$ cat src/rtl/icache_mem_arbiter_if.sv
// Purpose : bundles the I-side refill port, the D-side port and the memory port of the arbiter.
// Latency : none (wires only).
// Backpressure: requests are held until the matching ready pulse; memory request held until mem_ready_i.
// Modports: slave = arbiter view (takes requests, drives memory); master = requester/memory view.
interface icache_mem_arbiter_if #(
  parameter int ADDR_WIDTH = 32
);
  // I-side (read-only refill)
  logic [ADDR_WIDTH-1:0] i_addr_i;
  logic                  i_valid_i;
  logic [31:0]           i_rdata_o;
  logic                  i_ready_o;
  // D-side (read/write)
  logic [ADDR_WIDTH-1:0] d_addr_i;
  logic [31:0]           d_wdata_i;
  logic [3:0]            d_wstrb_i;
  logic                  d_valid_i;
  logic [31:0]           d_rdata_o;
  logic                  d_ready_o;
  // shared memory port
  logic [ADDR_WIDTH-1:0] mem_addr_o;
  logic [31:0]           mem_wdata_o;
  logic [3:0]            mem_wstrb_o;
  logic                  mem_valid_o;
  logic [31:0]           mem_rdata_i;
  logic                  mem_ready_i;
  // {D,I} owner
  logic [1:0]            grant_o;

  modport slave (
    input  i_addr_i, i_valid_i,
    input  d_addr_i, d_wdata_i, d_wstrb_i, d_valid_i,
    input  mem_rdata_i, mem_ready_i,
    output i_rdata_o, i_ready_o,
    output d_rdata_o, d_ready_o,
    output mem_addr_o, mem_wdata_o, mem_wstrb_o, mem_valid_o,
    output grant_o
  );

  modport master (
    output i_addr_i, i_valid_i,
    output d_addr_i, d_wdata_i, d_wstrb_i, d_valid_i,
    output mem_rdata_i, mem_ready_i,
    input  i_rdata_o, i_ready_o,
    input  d_rdata_o, d_ready_o,
    input  mem_addr_o, mem_wdata_o, mem_wstrb_o, mem_valid_o,
    input  grant_o
  );
endinterface

$ cat src/rtl/icache_mem_arbiter.sv
// Purpose : shares one memory port between the I-side refill and D-side ports, one transaction at a time.
// Latency : mem_valid_o rises 1 cycle after a request is seen in IDLE; ready/rdata follow mem_ready_i combinationally.
// Backpressure: requesters hold valid until their ready pulse; the memory request is held until mem_ready_i.
// Ports: clk; resetn (async, active-low); bus (slave modport) carrying i_*, d_*, mem_* and grant_o.
module icache_mem_arbiter #(
  parameter int ADDR_WIDTH   = 32,
  parameter int ARB_MODE     = 1,   // 0 = round-robin, 1 = D priority with I starvation guard
  parameter int STARVE_LIMIT = 8    // 1..255
) (
  input  logic               clk,
  input  logic               resetn,
  icache_mem_arbiter_if.slave bus
);

  // Grant states are encoded so the state register is the {D,I} grant vector itself:
  // grant_o and mem_valid_o come straight from flops.
  typedef enum logic [1:0] {
    IDLE  = 2'b00,
    GNT_I = 2'b01,
    GNT_D = 2'b10
  } state_t;

  state_t                state, state_nxt;
  logic [ADDR_WIDTH-1:0] addr_q, addr_nxt;
  logic [31:0]           wdata_q, wdata_nxt;
  logic [3:0]            wstrb_q, wstrb_nxt;
  logic [7:0]            starve_cnt, starve_nxt;
  logic                  rr_last_d, rr_nxt;     // 1: D won the most recent grant
  logic                  pick_i, pick_d;

  // Winner selection from the live request lines; only acted upon in IDLE.
  always_comb begin
    pick_i = bus.i_valid_i;
    pick_d = bus.d_valid_i;
    if (bus.i_valid_i && bus.d_valid_i) begin
      if (ARB_MODE == 0) begin
        pick_i = rr_last_d;
      end else begin
        pick_i = (starve_cnt >= 8'(STARVE_LIMIT));
      end
      pick_d = !pick_i;
    end
  end

  // Next state, field capture, round-robin pointer and starvation counter.
  always_comb begin
    state_nxt = state;
    addr_nxt  = addr_q;
    wdata_nxt = wdata_q;
    wstrb_nxt = wstrb_q;
    rr_nxt    = rr_last_d;
    case (state)
      IDLE: begin
        if (pick_i) begin
          state_nxt = GNT_I;
          addr_nxt  = bus.i_addr_i;
          wdata_nxt = '0;
          wstrb_nxt = '0;
          rr_nxt    = 1'b0;
        end else if (pick_d) begin
          state_nxt = GNT_D;
          addr_nxt  = bus.d_addr_i;
          wdata_nxt = bus.d_wdata_i;
          wstrb_nxt = bus.d_wstrb_i;
          rr_nxt    = 1'b1;
        end
      end
      GNT_I, GNT_D: begin
        if (bus.mem_ready_i) state_nxt = IDLE;
      end
      default: state_nxt = IDLE;
    endcase

    // Counts cycles the I-side waits while someone else (or nobody) owns the port.
    starve_nxt = starve_cnt;
    if (ARB_MODE == 0 || !bus.i_valid_i || state == GNT_I || (state == IDLE && pick_i)) begin
      starve_nxt = '0;
    end else if (starve_cnt != 8'hFF) begin
      starve_nxt = starve_cnt + 8'd1;
    end
  end

  always_ff @(posedge clk or negedge resetn) begin
    if (!resetn) begin
      state      <= IDLE;
      addr_q     <= '0;
      wdata_q    <= '0;
      wstrb_q    <= '0;
      starve_cnt <= '0;
      rr_last_d  <= 1'b1;   // I wins the first round-robin tie
    end else begin
      state      <= state_nxt;
      addr_q     <= addr_nxt;
      wdata_q    <= wdata_nxt;
      wstrb_q    <= wstrb_nxt;
      starve_cnt <= starve_nxt;
      rr_last_d  <= rr_nxt;
    end
  end

  assign bus.grant_o     = state;
  assign bus.mem_valid_o = (state != IDLE);
  assign bus.mem_addr_o  = addr_q;
  assign bus.mem_wdata_o = wdata_q;
  assign bus.mem_wstrb_o = wstrb_q;

  // Completion is routed to the owner only; mem_ready_i while IDLE goes nowhere.
  assign bus.i_ready_o = (state == GNT_I) && bus.mem_ready_i;
  assign bus.d_ready_o = (state == GNT_D) && bus.mem_ready_i;
  assign bus.i_rdata_o = bus.i_ready_o ? bus.mem_rdata_i : 32'h0;
  assign bus.d_rdata_o = bus.d_ready_o ? bus.mem_rdata_i : 32'h0;

endmodule

$ cat src/flat_wrapper.sv
// flat-port wrapper written by rule: the top's interface ports become plain ports
module icache_mem_arbiter_flat 
#(
  parameter int ADDR_WIDTH   = 32,
  parameter int ARB_MODE     = 1,                                                             
  parameter int STARVE_LIMIT = 8             
)
  (clk, resetn, bus_i_addr_i, bus_i_valid_i, bus_d_addr_i, bus_d_wdata_i, bus_d_wstrb_i, bus_d_valid_i, bus_mem_rdata_i, bus_mem_ready_i, bus_i_rdata_o, bus_i_ready_o, bus_d_rdata_o, bus_d_ready_o, bus_mem_addr_o, bus_mem_wdata_o, bus_mem_wstrb_o, bus_mem_valid_o, bus_grant_o);
  icache_mem_arbiter_if #(.ADDR_WIDTH(ADDR_WIDTH)) bus_i ();
  input  logic clk;
  input  logic resetn;
  input wire logic [$bits(bus_i.i_addr_i)-1:0] bus_i_addr_i;
  input wire logic [$bits(bus_i.i_valid_i)-1:0] bus_i_valid_i;
  input wire logic [$bits(bus_i.d_addr_i)-1:0] bus_d_addr_i;
  input wire logic [$bits(bus_i.d_wdata_i)-1:0] bus_d_wdata_i;
  input wire logic [$bits(bus_i.d_wstrb_i)-1:0] bus_d_wstrb_i;
  input wire logic [$bits(bus_i.d_valid_i)-1:0] bus_d_valid_i;
  input wire logic [$bits(bus_i.mem_rdata_i)-1:0] bus_mem_rdata_i;
  input wire logic [$bits(bus_i.mem_ready_i)-1:0] bus_mem_ready_i;
  output wire logic [$bits(bus_i.i_rdata_o)-1:0] bus_i_rdata_o;
  output wire logic [$bits(bus_i.i_ready_o)-1:0] bus_i_ready_o;
  output wire logic [$bits(bus_i.d_rdata_o)-1:0] bus_d_rdata_o;
  output wire logic [$bits(bus_i.d_ready_o)-1:0] bus_d_ready_o;
  output wire logic [$bits(bus_i.mem_addr_o)-1:0] bus_mem_addr_o;
  output wire logic [$bits(bus_i.mem_wdata_o)-1:0] bus_mem_wdata_o;
  output wire logic [$bits(bus_i.mem_wstrb_o)-1:0] bus_mem_wstrb_o;
  output wire logic [$bits(bus_i.mem_valid_o)-1:0] bus_mem_valid_o;
  output wire logic [$bits(bus_i.grant_o)-1:0] bus_grant_o;
  assign bus_i.i_addr_i = bus_i_addr_i;
  assign bus_i.i_valid_i = bus_i_valid_i;
  assign bus_i.d_addr_i = bus_d_addr_i;
  assign bus_i.d_wdata_i = bus_d_wdata_i;
  assign bus_i.d_wstrb_i = bus_d_wstrb_i;
  assign bus_i.d_valid_i = bus_d_valid_i;
  assign bus_i.mem_rdata_i = bus_mem_rdata_i;
  assign bus_i.mem_ready_i = bus_mem_ready_i;
  assign bus_i_rdata_o = bus_i.i_rdata_o;
  assign bus_i_ready_o = bus_i.i_ready_o;
  assign bus_d_rdata_o = bus_i.d_rdata_o;
  assign bus_d_ready_o = bus_i.d_ready_o;
  assign bus_mem_addr_o = bus_i.mem_addr_o;
  assign bus_mem_wdata_o = bus_i.mem_wdata_o;
  assign bus_mem_wstrb_o = bus_i.mem_wstrb_o;
  assign bus_mem_valid_o = bus_i.mem_valid_o;
  assign bus_grant_o = bus_i.grant_o;
  icache_mem_arbiter #(.ADDR_WIDTH(ADDR_WIDTH), .ARB_MODE(ARB_MODE), .STARVE_LIMIT(STARVE_LIMIT)) u_core (.clk(clk), .resetn(resetn), .bus(bus_i));
endmodule
$ cat config.mk
export PLATFORM = sky130hd
export DESIGN_NAME = icache_mem_arbiter_flat
export DESIGN_NICKNAME = d
export VERILOG_FILES = /design/src/rtl/icache_mem_arbiter_if.sv /design/src/rtl/icache_mem_arbiter.sv /design/src/flat_wrapper.sv
export SDC_FILE = /design/constraint.sdc
export NUM_CORES = 1
export LEC_CHECK = 0
export ABC_CLOCK_PERIOD_IN_PS = 1840
export BUFFER_PORTS_ARGS = -buffer_cell sky130_fd_sc_hd__clkbuf_2
export CORE_AREA = 2 2 106 108
export DETAILED_ROUTE_END_ITERATION = 12
export DIE_AREA = 0 0 108 110
export PLACE_DENSITY = 0.72
export SETUP_SLACK_MARGIN = 0.3
export SLEW_MARGIN = 20
export SYNTH_ARGS = -nofsm -noshare
export SYNTH_HDL_FRONTEND = slang
export SYNTH_SLANG_ARGS = --single-unit
$ cat constraint.sdc
create_clock -name clk -period 1.84 [get_ports clk]
set_input_delay 0.184 -clock clk [delete_from_list [all_inputs] [get_ports clk]]
set_output_delay 0.184 -clock clk [all_outputs]
set_load 0.005 [all_outputs]
Yosys cells after proc, flatten, opt, wreduce, memory -nomap -nowiden
Index checks and enable logic that the tools add are counted.

Eq/ne operators: 5. Multiplexer cells: 17. Reductions and logical operators: 15. $add $sub $neg: 1. Magnitude comparators: 1.

Operator list (number): 32-bit 2-to-1 mux (6); 8-bit 2-to-1 mux (2); 8-bit by 1-bit adder with 8-bit output (second input constant) (1); 8-bit by 4-bit >= comparator with 1-bit output (second input constant) (1); 4-bit 2-to-1 mux (2); 8-bit != test (second input constant) (1); 2-bit 2-to-1 mux (3); 2-bit nonzero test (3); 1-bit logical AND (4); 2-bit one-hot mux with 2 select lines (1); 2-bit AND reduction (2); 1-bit 2-to-1 mux (3); 3-bit by 1-bit != test with 1-bit output (second input constant) (1); 2-bit by 1-bit == test with 1-bit output (second input constant) (1); 2-bit == test (second input constant) (1); 1-bit logical NOT (2); 2-bit logical NOT (1); 1-bit logical OR (2); 2-bit != test (second input constant) (1); 2-bit OR reduction (1).

Output and inout port bits: 137. Input port bits: 137. Logic and storage cells: 44. Register bits after elaboration: 78.

Longest topological paths before layout
Depth in word-level cells: 7. Gate-level depth with buffers: 8. Gate-level depth less buffers: 6.

Least setup slack after synthesis
Ideal clock, no wire load.

Path type: register -> register. Start point: register u_core.state[0] (netlist: u_core.bus.grant_o[0]). End point: register u_core.wdata_q[13] (netlist: u_core.bus.mem_wdata_o[13]). Setup time: 0.065 ns. Path slack: 0.168 ns. Required time: 1.775 ns. Arrival time: 1.607 ns. Stages on the path, launching flop included: 9. Period minus slack after synthesis: 1.672 ns. Path buffers: 2. Cell sequence: dfrtp_1 inv_1 ha_1 inv_1 nor2_1 clkbuf_1 buf_2 nand3_1 nand2_1.

Cells in the longest elaborated chain, start to end: 2.

Ends and longest elaborated chain: start, declared (RTL line icache_mem_arbiter.sv:23) `state_t state, state_nxt;`; start signal, assigned (RTL line icache_mem_arbiter.sv:92) `state <= state_nxt;`; 2-bit logical NOT (RTL line icache_mem_arbiter.sv:52) `case (state)`; 2-bit AND reduction (no line); end signal, assigned (RTL line icache_mem_arbiter.sv:94) `wdata_q <= wdata_nxt;`; end, declared (RTL line icache_mem_arbiter.sv:25) `logic [31:0] wdata_q, wdata_nxt;`.

No other way between the ends. A chain may end at the register's enable or synchronous reset.

Final worst setup path
Start point: register u_core.starve_cnt[6]. End point: register u_core.addr_q[29] (netlist: u_core.bus.mem_addr_o[29]).

Cells in the longest elaborated chain, start to end: 6. Elaborated cells between the ends (all ways): 8. Classes of those cells: order compare: 1; mux: 4; reduce/logical: 3.

Ends and longest elaborated chain: start, declared (RTL line icache_mem_arbiter.sv:27) `logic [7:0] starve_cnt, starve_nxt;`; start signal, assigned (RTL line icache_mem_arbiter.sv:96) `starve_cnt <= starve_nxt;`; 8-bit by 4-bit >= comparator with 1-bit output (*) (RTL line icache_mem_arbiter.sv:39) `pick_i = (starve_cnt >= 8'(STARVE_LIMIT));`; 1-bit 2-to-1 mux (*) (RTL line icache_mem_arbiter.sv:35) `if (bus.i_valid_i && bus.d_valid_i) begin`; 1-bit logical NOT (RTL line icache_mem_arbiter.sv:41) `pick_d = !pick_i;`; 1-bit 2-to-1 mux (RTL line icache_mem_arbiter.sv:35); 2-bit nonzero test (no line); 2-bit AND reduction (no line); end signal, assigned (RTL line icache_mem_arbiter.sv:93) `addr_q <= addr_nxt;`; end, declared (RTL line icache_mem_arbiter.sv:24) `logic [ADDR_WIDTH-1:0] addr_q, addr_nxt;`.

Mark *: on every way between the ends. The rest lies on a longest branch, timed or not. The select of a mux whose other input is x is not followed.

==> results.md <==
Outcome:
- The run finished, with violations left.
- The final reports fail on setup timing.

Placed design:
- The number of placed instances with taps included is 857.
- The HPWL after detailed placement is 9570 um.
- The quantity of I/O buffers inserted on ports is 273.
- The routability-driven placement congestion ratio is 0.806.
- The placed instance area is 5440 um^2.

Final layout:
- At the end of the flow, the number of nets in the layout was 912.
- The area growth from synthesis to layout is 77.4%.
- The finished layout holds 915 standard cells, fillers aside.
- After routing the design area is 6910 um^2.
- The number of diodes is 0.
- The layout cell share with drive strength beyond 1 is 57.2%.
- The final standard cell utilization of the core is 64.6%.

Routing:
- The detailed-route vias per instance is 5.16.
- The first routing iteration left 385 violations.
- The remaining antenna violation count after routing is 0.
- Dividing the detail-routed wire length by the instance count gives 17.9 um.
- The final layout contains routed wiring with a total length of 16400 um.
- The total via count after detailed routing is 4724.
- In the routed design, unresolved DRC markers number 0.
- The first detailed-routing pass took 7 iterations.

Setup path:
- Data arrives at the worst endpoint at 2.12 ns.
- For the worst setup path, the data required time is 2.10 ns.
- The largest single stage delay on the critical path is 0.61 ns.
- The kind of start point of the critical path is a register.
- The endpoint of the worst register-to-register path is u_core.bus.mem_addr_o[29].
- The number of cells traversed by the worst register-to-register path is 6.
- By startpoint and endpoint, the worst setup path is classified as reg2reg.
- The worst register-to-register path begins at u_core.starve_cnt[6].
- STA classifies the critical path endpoint as a register.
- The worst register-to-register path has a setup slack of -0.01 ns.
- The critical path goes through or4_4 > o21ai_4 > buf_6 > clkbuf_16 > nand2_1 > a21oi_1.
- The critical-path cell with the highest stage delay is sky130_fd_sc_hd__or4_4.
- The kind of cell with the highest combined delay along the critical path is simple AND/OR/NAND/NOR gates.
- The largest driver fanout on the critical path is 5.
- Counting both buffers and inverters, the worst setup path holds a total of 2.

Floorplan:
- For this configuration, the core starts out at a cell density of 36.4%.
- The die width is 108 um.
- The floorplan row count is 38.
- The die covers 11900 um^2.
- The number of ports placed on the die boundary is 274.
- Measured along the y axis, the die boundary spans 110 um.
- The placeable core region is 10700 um^2.

Logic synthesis:
- The number of nets handed over by synthesis was 615.
- For this run, asynchronously set or reset flops after synthesis account for 100%.
- A synthesized cell averages 8.24 um^2.
- The count of synthesis-stage warnings from yosys is 0.
- The synthesized instance count is 473.
- The prevailing post-synth register cell is sky130_fd_sc_hd__dfrtp_1.
- The proportion of synthesized chip area in sequential cells is 50.1%.
- The count of distinct cell types in the synthesized netlist is 33.
- The cell with the most instances after synthesis is sky130_fd_sc_hd__nand2_1.
- The cell area that synthesis handed to floorplanning was 3900 um^2.
- Counting flops with a built-in enable in the synthesized netlist gives 0.
- In this run, synthesis produced a sequential element count of 78.
- Of the post-synthesis cell area, the dominant cell type holds 50.1%.
- Ranked by total cell area, the synthesized netlist is headed by sky130_fd_sc_hd__dfrtp_1, sky130_fd_sc_hd__nand2_1, sky130_fd_sc_hd__and3_1.
- The cell type with the largest total area after synthesis is sky130_fd_sc_hd__dfrtp_1.
- By count the netlist is led by sky130_fd_sc_hd__nand2_1, sky130_fd_sc_hd__dfrtp_1, sky130_fd_sc_hd__a21oi_1, sky130_fd_sc_hd__and3_1, sky130_fd_sc_hd__nor2_1.

Clocking:
- The number of H-tree branching levels is 3.
- The library cell used as clock root buffer is sky130_fd_sc_hd__clkbuf_8.
- No sink is reached through more buffers than the 2 on the longest clock path.
- The tree built by TritonCTS fans out to 78 sinks.
- Clock-pin slew was measured on the worst setup and hold paths at 0.09 ns.
- Clock latency on the worst-skew pair, taken at its later pin, is 0.34 ns.
- The clock tree from TritonCTS is built.
- TritonCTS created 9 clock buffers.

STA:
- The number of max-slew violations in the final report is 0.
- The worst path uses 101% of the clock period.
- Setup violations remaining at the end of the flow were counted as 2.
- The post-layout worst setup margin is -0.0146 ns.
- On the final layout, the worst clock skew is 0.0127 ns.
- The final number of hold-violating endpoints is 0.
- Derived from the worst setup path, the maximum achievable clock frequency is 539 MHz.
- For the finished layout, the period the worst path requires is 1.85 ns.
- Setup repair after global routing could not meet its margin everywhere.
- The worst-margin pin slew is 1.10 ns.
- On the final layout, the worst hold slack is 0.0522 ns.
- The worst pin sits at a relative slew slack of 26.4%.
- The setup TNS after final layout is -0.0164 ns.

Pwr:
- Sequential cells account for 32.2% of the total power.
- The internal power contribution is 0.00540 W.
- Dividing total power by cell area gives a power density of 1300 nW/um^2.
- The power dissipated by switching net loads is 0.00359 W.
- Per report_power, the combinational group accounts for 53.8% of the total.
- The static leakage power is 3.79 nW.
- The worst IR drop on VDD is 753 uV.
- The clock network fraction of design power is 13.9%.
- The switching power as a share of total power is 39.9%.

Global routing:
- The first global-routing pass estimated 23000 um of wire.
- The number of antenna violations at the first check in global routing was 0.
- The via count of the first global-routing pass is 4472.
- The aggregate global-route resource usage is 24.9%.
- The residual overflow from global routing is 0.
- Entering global routing, the biggest net connects 69 pins.

Worst hold path:
- The hold-critical path endpoint is u_core.bus.mem_wdata_o[26].
- The class of the most critical hold timing path is in2reg.
- The worst hold path begins at bus_d_wdata_i[26].
- The number of instances on the worst hold path is 3.

Job:
- The number of max-cap violations is 0.
## logic make-up after synthesis
family	Yosys count	share of synthesized area, %
adder cells (fa/ha/maj)	5	1.61
AND/OR/NAND/NOR	264	31.7
flip-flops	78	50.1
AO/OA/AOI/OAI	78	10.7
buffers and inverters	44	5.04
multiplexers	2	0.514
XOR/XNOR	2	0.450
## routing by layer
layer	global-route usage [%]	share of wire, %
met1	31.1	41
met3	4.70	6.3
met5	0	0
met2	43.6	51
met4	7.88	1.5
## registers in the layout, summed over array words and instances (netlist names)
name and flops:
u_core.bus.mem_wdata_o 32, u_core.bus.mem_wstrb_o 4, u_core.bus.mem_addr_o 32, u_core.bus.grant_o 2
u_core.starve_cnt 8
## power by group through the flow
| stage | clock network, W | registers, W | logic, W |
|---|---|---|---|
| 2_1_floorplan | 0 | 0.00293 | 0.00170 |
| 3_3_place_gp | 0 | 0.00288 | 0.00330 |
| 3_5_place_dp | 0 | 0.00292 | 0.00345 |
| 4_1_cts | 0.00129 | 0.00289 | 0.00423 |
| 5_1_grt | 0.00136 | 0.00299 | 0.00525 |
| 6_report | 0.00125 | 0.00290 | 0.00484 |
## layout make-up
class	count	area, um^2
fillers	890	3780
multi-input cells	354	2340
repair buffers	321	2220
flip-flops and latches	78	1950
well taps	140	175
clock buffers	10	128
clock inverters	6	62.6
inverters	6	30.0
## worst max path at each step
stage / to / slack [ns] / cells past startpoint / start
2_1_floorplan: u_core.bus.mem_addr_o[28] / 0.20 / 5 / u_core.starve_cnt[6]
3_3_place_gp: u_core.bus.mem_addr_o[30] / 0.11 / 4 / u_core.starve_cnt[6]
3_5_place_dp: u_core.starve_cnt[4] / -0.01 / 4 / u_core.starve_cnt[6]
4_1_cts: u_core.bus.mem_addr_o[19] / 0.04 / 6 / u_core.starve_cnt[4]
5_1_grt: u_core.bus.mem_addr_o[29] / -0.07 / 6 / u_core.starve_cnt[6]
6_report: u_core.bus.mem_addr_o[29] / -0.01 / 6 / u_core.starve_cnt[6]
## layout by cell type, fill, tap and decap left out, types with 10 or more instances in the layout
cell,synthesis,layout
sky130_fd_sc_hd__a21oi_1,66,39
sky130_fd_sc_hd__a21oi_2,0,27
sky130_fd_sc_hd__and3_1,64,51
sky130_fd_sc_hd__and3_4,0,13
sky130_fd_sc_hd__buf_12,0,10
sky130_fd_sc_hd__buf_2,7,26
sky130_fd_sc_hd__buf_4,4,15
sky130_fd_sc_hd__buf_6,1,16
sky130_fd_sc_hd__clkbuf_2,0,238
sky130_fd_sc_hd__dfrtp_1,78,78
sky130_fd_sc_hd__nand2_1,109,91
sky130_fd_sc_hd__nand2_4,0,13
sky130_fd_sc_hd__nand3_1,38,14
sky130_fd_sc_hd__nand3_2,0,23
sky130_fd_sc_hd__nor2_1,42,36
## repair_timing
action,CTS,global route
setup buffers,19,4
pin swaps,21,58
gates resized for setup,44,145
setup endpoints to repair,145,145
endpoints found under the hold margin,38,0
hold buffers,1,0
cloned,12,6
## stage by stage
step / total power, W / setup slack, ns
2_1_floorplan: 0.00463 / 0.201
3_3_place_gp: 0.00618 / 0.114
3_5_place_dp: 0.00636 / -0.0101
4_1_cts: 0.00842 / 0.0436
5_1_grt: 0.00961 / -0.0688
6_report: 0.00900 / -0.0146
## worst reg2reg max path, stage by stage, from the launching register on
cell	delay (ns)
sky130_fd_sc_hd__dfrtp_1	0.40
sky130_fd_sc_hd__or4_4	0.61
sky130_fd_sc_hd__o21ai_4	0.22
sky130_fd_sc_hd__buf_6	0.20
sky130_fd_sc_hd__clkbuf_16	0.16
sky130_fd_sc_hd__nand2_1	0.06
sky130_fd_sc_hd__a21oi_1	0.12
Note: power is estimated with default switching activity, not from simulation.
